<file path="config.mk">
export PLATFORM = sky130hd
export DESIGN_NAME = parking_lot_occupancy
export DESIGN_NICKNAME = d
export VERILOG_FILES = /design/src/rtl/parking_pkg.sv /design/src/rtl/seg7_digit.sv /design/src/rtl/parking_lot_occupancy.sv
export SDC_FILE = /design/constraint.sdc
export NUM_CORES = 1
export LEC_CHECK = 0
export BUFFER_PORTS_ARGS = -buffer_cell sky130_fd_sc_hd__buf_2
export CORE_UTILIZATION = 53
export DETAILED_ROUTE_END_ITERATION = 12
export GPL_ROUTABILITY_DRIVEN = 0
export PLACE_DENSITY_LB_ADDON = 0.1
export SLEW_MARGIN = 25
export SYNTH_ARGS = -nofsm -noshare
export SYNTH_HDL_FRONTEND = slang
export SYNTH_SLANG_ARGS = --single-unit
</file>
<file path="constraint.sdc">
create_clock -name clk -period 8.7 [get_ports clk]
set_clock_uncertainty 0.15 [all_clocks]
set_input_delay 0.87 -clock clk [delete_from_list [all_inputs] [get_ports clk]]
set_output_delay 0.87 -clock clk [all_outputs]
set_load 0.005 [all_outputs]
</file>
<file path="src/rtl/parking_pkg.sv">
// Shared constants for the parking-lot occupancy block: 7-segment glyphs
// (active-low, bit order {g,f,e,d,c,b,a}) and the capacity ceiling.
package parking_pkg;

    localparam int unsigned MAX_CAPACITY = 99;

    localparam logic [6:0] SEG_BLANK = 7'b1111111;
    localparam logic [6:0] SEG_F     = 7'b0001110;
    localparam logic [6:0] SEG_U     = 7'b1000001;
    localparam logic [6:0] SEG_L     = 7'b1000111;

    localparam logic [6:0] SEG_DIGIT [0:9] = '{
        7'b1000000,  // 0
        7'b1111001,  // 1
        7'b0100100,  // 2
        7'b0110000,  // 3
        7'b0011001,  // 4
        7'b0010010,  // 5
        7'b0000010,  // 6
        7'b1111000,  // 7
        7'b0000000,  // 8
        7'b0010000   // 9
    };

endpackage

</file>
<file path="src/rtl/seg7_digit.sv">
// Single decimal digit to active-low 7-segment decoder with a blank override.
module seg7_digit
    import parking_pkg::*;
(
    input  logic [3:0] i_value,
    input  logic       i_blank,
    output logic [6:0] o_seg
);

    // Decode the digit; out-of-range values and explicit blanking show nothing
    always_comb begin
        o_seg = SEG_BLANK;
        if (!i_blank && (i_value <= 4'd9)) begin
            o_seg = SEG_DIGIT[i_value];
        end
    end

endmodule

</file>
<file path="src/rtl/parking_lot_occupancy.sv">
// Running car count for a parking lot fed by enter/exit indications.
// Rising edges of enter/exit move the count, saturating at 0 and CAPACITY
// with sticky overflow/underflow flags; the count and a "FUL" banner are
// shown on six active-low 7-segment digits. CAPACITY must lie in 1..99.
module parking_lot_occupancy
    import parking_pkg::*;
#(
    parameter  int unsigned CAPACITY = 16,
    localparam int unsigned CW       = $clog2(CAPACITY + 1)
) (
    input  logic          clk,
    input  logic          reset,
    input  logic          enter,
    input  logic          exit,
    output logic [CW-1:0] count,
    output logic          full,
    output logic          empty,
    output logic          ovf_err,
    output logic          unf_err,
    output logic [6:0]    HEX0,
    output logic [6:0]    HEX1,
    output logic [6:0]    HEX2,
    output logic [6:0]    HEX3,
    output logic [6:0]    HEX4,
    output logic [6:0]    HEX5
);

    localparam logic [CW-1:0] CAP_CW = CW'(CAPACITY);

    logic          r_enter_q;
    logic          r_exit_q;
    logic [CW-1:0] r_count;
    logic          r_full;
    logic          r_empty;
    logic          r_ovf_err;
    logic          r_unf_err;

    logic          w_inc;
    logic          w_dec;
    logic [CW-1:0] w_count_nxt;
    logic          w_ovf_set;
    logic          w_unf_set;

    logic [6:0]    w_count_wide;
    logic [3:0]    w_tens;
    logic [3:0]    w_ones;
    logic          w_tens_blank;

    // Edge detect and saturating next-count; simultaneous edges cancel
    always_comb begin
        w_inc       = enter & ~r_enter_q;
        w_dec       = exit & ~r_exit_q;
        w_count_nxt = r_count;
        w_ovf_set   = 1'b0;
        w_unf_set   = 1'b0;
        case ({w_inc, w_dec})
            2'b10: begin
                if (r_count == CAP_CW) begin
                    w_ovf_set = 1'b1;
                end else begin
                    w_count_nxt = r_count + CW'(1);
                end
            end
            2'b01: begin
                if (r_count == '0) begin
                    w_unf_set = 1'b1;
                end else begin
                    w_count_nxt = r_count - CW'(1);
                end
            end
            default: begin
                w_count_nxt = r_count;
            end
        endcase
    end

    // State update; edge registers track the inputs even during reset so a
    // level held across reset release is not mistaken for a new event
    always_ff @(posedge clk) begin
        r_enter_q <= enter;
        r_exit_q  <= exit;
        if (reset) begin
            r_count   <= '0;
            r_full    <= 1'b0;
            r_empty   <= 1'b1;
            r_ovf_err <= 1'b0;
            r_unf_err <= 1'b0;
        end else begin
            r_count   <= w_count_nxt;
            r_full    <= (w_count_nxt == CAP_CW);
            r_empty   <= (w_count_nxt == '0);
            r_ovf_err <= r_ovf_err | w_ovf_set;
            r_unf_err <= r_unf_err | w_unf_set;
        end
    end

    assign count   = r_count;
    assign full    = r_full;
    assign empty   = r_empty;
    assign ovf_err = r_ovf_err;
    assign unf_err = r_unf_err;

    // Decimal split of the count; count never exceeds 99 so 7 bits suffice
    always_comb begin
        w_count_wide = 7'(r_count);
        w_tens       = 4'(w_count_wide / 7'd10);
        w_ones       = 4'(w_count_wide % 7'd10);
        w_tens_blank = (w_tens == 4'd0);
    end

    seg7_digit u_tens (
        .i_value (w_tens),
        .i_blank (w_tens_blank),
        .o_seg   (HEX1)
    );

    seg7_digit u_ones (
        .i_value (w_ones),
        .i_blank (1'b0),
        .o_seg   (HEX0)
    );

    assign HEX2 = SEG_BLANK;
    assign HEX3 = r_full ? SEG_L : SEG_BLANK;
    assign HEX4 = r_full ? SEG_U : SEG_BLANK;
    assign HEX5 = r_full ? SEG_F : SEG_BLANK;

endmodule

</file>
==> results of run 1 <==
==> cells in the mapped netlist, types with 2 or more instances <==
library cell / instances / area (sq um)
buf_2: 2 / 10.0
inv_1: 17 / 63.8
ha_1: 18 / 225
nor2_1: 15 / 56.3
mux2i_1: 3 / 30.0
a32oi_1: 2 / 17.5
nand4_1: 3 / 18.8
a41oi_1: 2 / 17.5
buf_4: 32 / 240
nand2b_1: 2 / 12.5
or3_1: 2 / 12.5
xnor2_1: 2 / 17.5
nand3_1: 5 / 25.0
o211ai_1: 2 / 15.0
nand2_1: 13 / 48.8
o32ai_1: 2 / 17.5
a2111oi_0: 2 / 17.5
and2_1: 3 / 18.8
nor2b_1: 3 / 18.8
a211oi_1: 3 / 22.5
o21ai_0: 4 / 20.0
nor4_1: 2 / 12.5
a21oi_1: 8 / 40.0
dfxtp_1: 11 / 220
==> sequential cells by signal (all words and copies together), names as in the netlist <==
| register | count |
|---|---|
| count | 5 |
| empty | 1 |
| full | 1 |
| ovf_err | 1 |
| r_enter_q | 1 |
| r_exit_q | 1 |
| unf_err | 1 |
==> power by group through the flow <==
stage | registers [mW] | clock network, mW | logic (mW)
finish | 0.0573 | 0.0346 | 0.0776
global route | 0.0580 | 0.0394 | 0.0880
CTS | 0.0574 | 0.0357 | 0.0777
detailed placement | 0.0586 | 0 | 0.0772
global placement | 0.0584 | 0 | 0.0765
floorplan | 0.0574 | 0 | 0.0665
==> cell type report <==
class,count,area (sq um),area share
multi-input combinational,131,893,0.626
sequential,11,220,0.154
timing repair buffer,37,185,0.130
tap,30,37.5,0.0263
inverter,17,63.8,0.0447
clock buffer,4,26.3,0.0184
==> per-layer routing <==
metal	up-vias	routed length, um	GRT usage
met4	0	0	0.0219
met5	-	0	0
li1	611	-	-
met2	56	1280	0.335
met3	0	183	0.0546
met1	565	1230	0.271
==> logic make-up after synthesis <==
logic type,synth area share
buf+inv,0.234
mux,0.0300
fa+ha+maj,0.164
xor+xnor,0.0191
other cells,0.00273
flops,0.160
simple gates,0.184
compound gates,0.207
==> critical path: stages, from the launching register on <==
cell      delay (ns)
dfxtp_1         0.53
inv_1           0.20
ha_1            0.31
inv_1           0.08
ha_1            0.23
a31oi_4         0.09
xnor2_1         0.31
ha_1            0.30
inv_1           0.11
o211ai_1        0.17
and4_1          0.34
xnor2_1         0.28
inv_1           0.16
ha_1            0.24
nor2_1          0.14
nand2_1         0.09
a32oi_1         0.19
buf_2           0.13
==> per-stage QoR <==
| step | setup slack [ns] | hold slack [ns] |
|---|---|---|
| detailed placement | 3.84 | 0.309 |
| floorplan | 4.42 | 0.310 |
| global placement | 4.02 | 0.298 |
| CTS | 3.53 | 0.327 |
| finish | 3.50 | 0.322 |
| global route | 3.10 | 0.366 |
==> path summary, 6_finish.rpt <==
kind	endpoint	slack, ns	depth (start not counted)
min reg2reg	unf_err	0.32	2
min	unf_err	0.32	2
max	HEX0[4]	3.50	17
max reg2reg	empty	5.98	8
==> results.tsv, run 1 <==
stage	metric	value	unit
outcome	status	finished clean	
power_and_ir_drop	ir_worst_vdd	0.000108	V
final_layout	final_area	0.00143	sq mm
cts	cts_tree	done	
grt	grt_max_degree	17	
cts	clock_latency	0.27	ns
detailed_routing	routed-via-count	1232	
critical_path	crit_type	reg2out	
timing	drv_slew	0	
cts	numCtsBuffers	3	
synth	ys_seq_area_frac	0.160	
power_and_ir_drop	p_per_area	119	mW/mm^2
grt	grt_pass1_vias	975	
cts	cts.sinks	11	
cts	cts_resized	0	
final_layout	layout_common_cells	37 x buf_2, 18 x ha_1, 17 x inv_1, 17 x conb_1, 15 x nor2_1	
place	placed_cell_area	0.00140	sq mm
synth	ys_warn_count	0	
synth	syn_area_per_cell	7.68	sq um
cts	postCtsHoldBufs	0	
synth	synthArstFlopShare	0	
cts	cts_setup_buffers	0	
synth	yosysUniqueCellTypes	45	
critical_path	setup.worst_path.start	count[2]	
synth	syn_inst	179	
detailed_routing	drt-pass1-iter-count	8	
place	portBuffers	37	
cts	clkTransAtPathRegs	0.07	ns
synth	netlist_area	0.00138	sq mm
synth	synth_seq_cells	11	
cts	cts_max_level	1	
run	cap_viol_max_count	0	
detailed_routing	routed_wl	2.69	mm
power_and_ir_drop	swShare	0.375	
timing	rsz0062_at_grt	false	
timing	finalCriticalPeriod	5.20	ns
cts	root_buffer	clkbuf_4	
timing	fin_setup_tns	0	ns
grt	grt_use_total	0.204	
min_path	hp-class	reg2reg	
critical_path	cp_data_required_time	7.68	ns
final_layout	utilization	0.581	
place	dp_cells	226	
floorplan	die_x	52.9	um
floorplan	die_y	52.9	um
detailed_routing	first_iter_violations	54	
floorplan	io_pins	55	
power_and_ir_drop	p_sw	0.0636	mW
grt	overflow	0	
synth	ys.flop_type	dfxtp_1	
min_path	min_from	unf_err	
grt	grt_first_pass_wirelength	4.31	mm
detailed_routing	viasPerCell	5.36	
critical_path	path_max_fanout	10	
power_and_ir_drop	p_int	0.106	mW
critical_path	crit_path_end_kind	output port	
floorplan	core	0.00245	sq mm
final_layout	diodes	0	
timing	setup_violations	0	
detailed_routing	ant_nets	0	
final_layout	layout.cells.non_filler	230	
place	dp_hpwl	2.07	mm
grt	antenna_found_initial	0	
critical_path	regToRegStartpoint	count[0]	
timing	max_freq	192	MHz
critical_path	crit_arrival	4.18	ns
power_and_ir_drop	power.total	0.170	mW
timing	worst_pin_slew	0.579	ns
timing	period_share	0.598	
final_layout	num-fill-cells	240	
detailed_routing	drc_errors	0	
final_layout	final_common_cell	buf_2	
synth	synth_edf_count	0	
final_layout	syn_to_final_growth	3.73	%
floorplan	rows	18	
critical_path	cp-start-kind	register	
power_and_ir_drop	p_clk_frac	0.204	
floorplan	start_util	0.560	
floorplan	die-area	0.00280	sq mm
final_layout	drive_above_1_share	0.225	
timing	hold_violations	0	
timing	slew_headroom	0.604	
detailed_routing	wl_per_cell	11.7	um
power_and_ir_drop	p_seq_frac	0.338	
final_layout	nets	223	
power_and_ir_drop	leakage	0.734	nW
cts	clockBufferDepth	2	
power_and_ir_drop	combPwrFrac	0.458	
Power figures use the tool's default switching activity.
==> run 2: changes to the inputs <==
--- a/config.mk
+++ b/config.mk
@@ -6,7 +6,7 @@
 export NUM_CORES = 1
 export LEC_CHECK = 0
 export BUFFER_PORTS_ARGS = -buffer_cell sky130_fd_sc_hd__buf_2
-export CORE_UTILIZATION = 53
+export CORE_UTILIZATION = 44
 export DETAILED_ROUTE_END_ITERATION = 12
 export GPL_ROUTABILITY_DRIVEN = 0
 export PLACE_DENSITY_LB_ADDON = 0.1
==> constraint.sdc (replaced) <==
create_clock -name clk -period 4.7 [get_ports clk]
set_clock_uncertainty 0.15 [all_clocks]
set_input_delay 0.47 -clock clk [delete_from_list [all_inputs] [get_ports clk]]
set_output_delay 0.47 -clock clk [all_outputs]
set_load 0.005 [all_outputs]
==> results.tsv, run 2 (synthesis gave the netlist of run 1 again) <==
stage	metric	value	unit	change
critical_path	cp-start-kind	register		unchanged
place	dp_hpwl	2.25	mm	was 2.07 mm
timing	rsz0062_at_grt	false		unchanged
critical_path	crit_path_end_kind	output port		unchanged
grt	grt_max_degree	13		was 17
cts	clockBufferDepth	2		unchanged
detailed_routing	viasPerCell	5.28		was 5.36
detailed_routing	ant_nets	0		unchanged
cts	cts_tree	done		unchanged
detailed_routing	drc_errors	5		was 0
power_and_ir_drop	p_per_area	220	mW/mm^2	was 119 mW/mm^2
final_layout	drive_above_1_share	0.268		was 0.225
floorplan	rows	19		was 18
cts	clock_latency	0.27	ns	about the same
grt	grt_use_total	0.176		was 0.204
final_layout	diodes	0		unchanged
final_layout	utilization	0.519		was 0.581
power_and_ir_drop	combPwrFrac	0.472		was 0.458
floorplan	start_util	0.482		was 0.560
timing	max_freq	227	MHz	
detailed_routing	routed_wl	2.96	mm	was 2.69 mm
final_layout	largest_register_ffs	5		unchanged
grt	grt_first_pass_wirelength	4.72	mm	was 4.31 mm
grt	antenna_found_initial	0		unchanged
power_and_ir_drop	p_clk_frac	0.210		was 0.204
critical_path	cp_data_required_time	4.08	ns	was 7.68 ns
power_and_ir_drop	p_seq_frac	0.318		was 0.338
cts	cts_max_level	1		unchanged
cts	cts.sinks	11		unchanged
outcome	status	complete, but fails checks		was finished clean
timing	setup_violations	0		unchanged
timing	period_share	0.939		
grt	grt_pass1_vias	1040		was 975
timing	fin_setup_tns	0	ns	unchanged
floorplan	io_pins	55		unchanged
critical_path	crit_type	reg2out		unchanged
timing	hold-worst-slack	0.150	ns	was 0.322 ns
power_and_ir_drop	power.total	0.325	mW	was 0.170 mW
final_layout	syn_to_final_growth	7.64	%	was 3.73%
power_and_ir_drop	p_int	0.200	mW	was 0.106 mW
floorplan	die-area	0.00335	sq mm	was 0.00280 sq mm
timing	drv_slew	0		unchanged
min_path	hp-class	in2reg		was reg2reg
timing	setup_slack	0.288	ns	was 3.50 ns
cts	root_buffer	clkbuf_4		unchanged
timing	finalCriticalPeriod	4.41	ns	
power_and_ir_drop	ir_worst_vdd	0.000133	V	was 0.000108 V
outcome	violations	design-rule violations		
floorplan	die_y	57.9	um	was 52.9 um
timing	hold_violations	0		unchanged
place	post-place-ws	0.315	ns	was 3.84 ns
timing	slew_headroom	0.628		was 0.604
final_layout	nets	228		was 223
timing	worst_pin_slew	0.543	ns	was 0.579 ns
power_and_ir_drop	p_sw	0.125	mW	was 0.0636 mW
critical_path	path_max_fanout	10		unchanged
final_layout	layout_common_cells	37 x buf_2, 17 x inv_1, 17 x conb_1		was 37 x buf_2, 18 x ha_1, 17 x inv_1, 17 x conb_1, 15 x nor2_1
critical_path	crit_arrival	3.79	ns	was 4.18 ns
cts	clkTransAtPathRegs	0.08	ns	was 0.07 ns
floorplan	die_x	57.9	um	was 52.9 um
power_and_ir_drop	leakage	0.764	nW	was 0.734 nW
power_and_ir_drop	swShare	0.385		was 0.375
detailed_routing	routed-via-count	1245		was 1232
run	cap_viol_max_count	0		unchanged
grt	overflow	0		unchanged
final_layout	final_common_cell	buf_2		unchanged
detailed_routing	drt-pass1-iter-count	10		was 8
place	portBuffers	37		unchanged
final_layout	num-fill-cells	285		was 240
detailed_routing	first_iter_violations	41		was 54
floorplan	core	0.00285	sq mm	was 0.00245 sq mm
cts	numCtsBuffers	3		unchanged
detailed_routing	wl_per_cell	12.5	um	was 11.7 um
-- run 2: final timing paths --
| check | to | start | slack, ns | cells past startpoint |
|---|---|---|---|---|
| setup / recovery | HEX0[4] | count[2] | 0.29 | 17 |
| hold / removal | r_exit_q | exit | 0.15 | 1 |
| setup reg to reg | empty | count[0] | 2.16 | 8 |
| hold reg to reg | unf_err | unf_err | 0.32 | 2 |
-- run 2: stage by stage --
step           area, sq um  instances
6_report              1480        236
3_3_place_gp          1420        230
3_5_place_dp          1420        230
4_1_cts               1450        234
2_1_floorplan         1440        195
5_1_grt               1480        236
-- run 2: area by class of cell --
| cell class | instances | area (sq um) | share of cell area |
|---|---|---|---|
| well taps | 31 | 38.8 | 0.0262 |
| flip-flops and latches | 11 | 221 | 0.150 |
| multi-input cells | 131 | 907 | 0.613 |
| inverters | 17 | 63.8 | 0.0431 |
| clock buffers | 4 | 26.3 | 0.0178 |
| repair buffers | 42 | 223 | 0.150 |
-- run 2: routing by layer --
| metal | GRT usage | routed length [um] | share of wire | up-vias |
|---|---|---|---|---|
| met5 | 0 | 0 | 0 | - |
| met4 | 0.0272 | 0 | 0 | 0 |
| met3 | 0.0424 | 150 | 0.051 | 0 |
| met2 | 0.276 | 1390 | 0.47 | 50 |
| met1 | 0.248 | 1410 | 0.48 | 568 |
| li1 | - | - | - | 627 |
-- run 2: critical path: stages (launching register included) --
cell	delay [ns]
dfxtp_2	0.38
inv_1	0.16
ha_2	0.26
inv_1	0.05
ha_1	0.23
a31oi_4	0.21
xnor2_1	0.20
ha_2	0.29
inv_1	0.09
o211ai_1	0.16
and4_2	0.33
xnor2_2	0.18
inv_1	0.13
ha_1	0.23
nor2_1	0.14
nand2_1	0.09
a32oi_1	0.23
buf_2	0.15
-- run 2: power groups by stage --
stage,Sequential (mW),Combinational (mW),Clock [mW]
3_3_place_gp,0.105,0.148,0
6_report,0.103,0.154,0.0682
5_1_grt,0.104,0.172,0.0758
3_5_place_dp,0.106,0.149,0
4_1_cts,0.103,0.150,0.0727
2_1_floorplan,0.106,0.123,0
-- run 2: repair_timing --
item	in CTS	in global routing
resized for setup	1	4
setup endpoints to repair	1	7
cloned	0	0
hold buffers	0	0
setup buffers	0	2
==> run 3: changes to the inputs <==
--- a/config.mk
+++ b/config.mk
@@ -6,7 +6,9 @@
 export NUM_CORES = 1
 export LEC_CHECK = 0
 export BUFFER_PORTS_ARGS = -buffer_cell sky130_fd_sc_hd__buf_2
-export CORE_UTILIZATION = 44
+export CELL_PAD_IN_SITES_DETAIL_PLACEMENT = 0
+export CELL_PAD_IN_SITES_GLOBAL_PLACEMENT = 1
+export CORE_UTILIZATION = 31
 export DETAILED_ROUTE_END_ITERATION = 12
 export GPL_ROUTABILITY_DRIVEN = 0
 export PLACE_DENSITY_LB_ADDON = 0.1
==> results.tsv, run 3 (synthesis gave the netlist of run 1 again) <==
stage	metric	value	unit	change
critical_path	path_max_fanout	10		unchanged
power_and_ir_drop	leakage	0.774	nW	was 0.764 nW
critical_path	cpMostUsedCell	inv_1		unchanged
floorplan	die-area	0.00471	sq mm	was 0.00335 sq mm
critical_path	crit_path_end_kind	output port		unchanged
place	dp_cells	249		was 230
min_path	hp-class	in2reg		unchanged
grt	grt_first_pass_wirelength	4.78	mm	was 4.72 mm
critical_path	max_stage_delay	0.37	ns	was 0.38 ns
timing	slew_headroom	0.602		was 0.628
grt	overflow	0		unchanged
critical_path	crit_arrival	3.70	ns	was 3.79 ns
min_path	min_from	exit		unchanged
final_layout	drive_above_1_share	0.273		was 0.268
critical_path	rr_worst_depth	8		unchanged
critical_path	reg2reg_slack	2.21	ns	was 2.16 ns
final_layout	final_common_cell	buf_2		unchanged
timing	finalCriticalPeriod	4.32	ns	was 4.41 ns
detailed_routing	ant_nets	0		unchanged
critical_path	path_delay_family	adder cells		unchanged
final_layout	syn_to_final_growth	10.8	%	was 7.64%
place	post-place-ws	0.307	ns	was 0.315 ns
cts	cts.sinks	11		unchanged
floorplan	core	0.00412	sq mm	was 0.00285 sq mm
critical_path	crit_type	reg2out		unchanged
final_layout	layout_common_cells	37 x buf_2, 17 x inv_1, 17 x conb_1		unchanged
detailed_routing	routed_wl	3.03	mm	was 2.96 mm
cts	cts_tree	done		unchanged
power_and_ir_drop	p_per_area	231	mW/mm^2	was 220 mW/mm^2
detailed_routing	first_iter_violations	44		was 41
place	portBuffers	37		unchanged
cts	clockBufferDepth	2		unchanged
cts	clkTransAtPathRegs	0.06	ns	was 0.08 ns
timing	max_freq	232	MHz	was 227 MHz
timing	fin_setup_tns	0	ns	unchanged
critical_path	path_buf_inv	5		unchanged
place	dp_hpwl	2.40	mm	was 2.25 mm
floorplan	rows	23		was 19
timing	hold_violations	0		unchanged
final_layout	multi_input_area	907	sq um	unchanged
timing	setup_slack	0.382	ns	was 0.288 ns
grt	grt_pass1_vias	1076		was 1040
grt	grt_use_total	0.133		was 0.176
grt	antenna_found_initial	0		unchanged
final_layout	nets	228		unchanged
critical_path	cp-start-kind	register		unchanged
floorplan	die_y	68.6	um	was 57.9 um
outcome	status	finished clean		was complete, but fails checks
final_layout	layout.cells.non_filler	255		was 236
timing	drv_slew	0		unchanged
timing	period_share	0.919		was 0.939
critical_path	critical_path.cell_chain	inv_1 -> ha_2 -> inv_1 -> ha_1 -> a31oi_4 -> xnor2_1 -> ha_2 -> inv_1 -> o211ai_1 -> and4_2 -> xnor2_2 -> inv_1 -> ha_1 -> nor2_1 -> nand2_1 -> a32oi_1 -> buf_2		unchanged
final_layout	diodes	0		unchanged
grt	grt_max_degree	13		unchanged
detailed_routing	wl_per_cell	11.9	um	was 12.5 um
floorplan	io_pins	55		unchanged
critical_path	cpMaxStageDelayCell	dfxtp_2		unchanged
timing	setup_violations	0		unchanged
final_layout	seqCellArea	221	sq um	unchanged
cts	numCtsBuffers	3		unchanged
critical_path	r2r-end	empty		unchanged
timing	rsz0062_at_grt	false		unchanged
cts	clock_latency	0.24	ns	was 0.27 ns
cts	root_buffer	clkbuf_8		was clkbuf_4
detailed_routing	routed-via-count	1241		was 1245
final_layout	largest_register_ffs	5		unchanged
cts	postCtsHoldBufs	0		unchanged
final_layout	num-fill-cells	437		was 285
cts	cts_max_level	1		unchanged
min_path	holdPathEnd	r_exit_q		unchanged
detailed_routing	drt-pass1-iter-count	4		was 10
timing	worst_pin_slew	0.581	ns	was 0.543 ns
power_and_ir_drop	ir_worst_vdd	0.0000811	V	was 0.000133 V
detailed_routing	drc_errors	0		was 5
run	cap_viol_max_count	0		unchanged
detailed_routing	viasPerCell	4.87		was 5.28
min_path	holdPathStages	1		unchanged
floorplan	start_util	0.334		was 0.482
critical_path	cp_data_required_time	4.08	ns	about the same
critical_path	regToRegStartpoint	count[0]		unchanged
floorplan	die_x	68.6	um	was 57.9 um
-- run 3: cell count changes in the layout (fill, tap and decap cells not counted), sizes merged --
| cell | previous run | this run |
|---|---|---|
| clkbuf | 4 | 3 |
| clkinv | 0 | 1 |
-- run 3: metal layers --
layer / wire (um) / vias up / part of all wire / global-route usage
met5: 0 / - / 0 / 0
met4: 29 / 0 / 0.0096 / 0.0365
met3: 176 / 3 / 0.058 / 0.0263
met2: 1420 / 54 / 0.47 / 0.218
met1: 1410 / 561 / 0.46 / 0.175
li1: - / 623 / - / -
-- run 3: layout make-up --
class                   instances  area share
clock buffers                   3      0.0271
clock inverters                 1     0.00328
inverters                      17      0.0419
multi-input cells             131       0.595
flip-flops and latches         11       0.145
well taps                      50      0.0411
repair buffers                 42       0.146
-- run 3: worst max-delay path by stage --
stage	start	endpoint	slack, ns	depth (start not counted)
3_3_place_gp	count[2]	HEX0[4]	0.47	17
6_report	count[2]	HEX0[4]	0.38	17
2_1_floorplan	count[2]	HEX0[4]	0.82	17
4_1_cts	count[2]	HEX0[4]	0.01	17
3_5_place_dp	count[2]	HEX0[4]	0.31	17
5_1_grt	count[2]	HEX0[6]	0.006	17
-- run 3: where the power goes --
group | switching (mW) | internal, mW
combinational | 0.0843 | 0.0681
clock | 0.0374 | 0.0583
sequential | 0.00469 | 0.0993
total | 0.126 | 0.226
-- run 3: repair_timing --
action | 4_1_cts | 5_1_grt
hold endpoints to repair | 0 | 0
endpoints found under the setup margin | 0 | 7
gates resized for setup | 0 | 5
setup buffers | 0 | 2
-- run 3: stage by stage --
step	total power, mW	hold WS, ns	util	area (sq um)
after floorplan	0.229	0.310	-	1440
after CTS	0.356	0.182	0.363	1490
after global routing	0.387	0.174	0.370	1520
after global placement	0.257	0.298	0.352	1450
final	0.352	0.189	0.370	1520
after detailed placement	0.256	0.314	0.352	1450
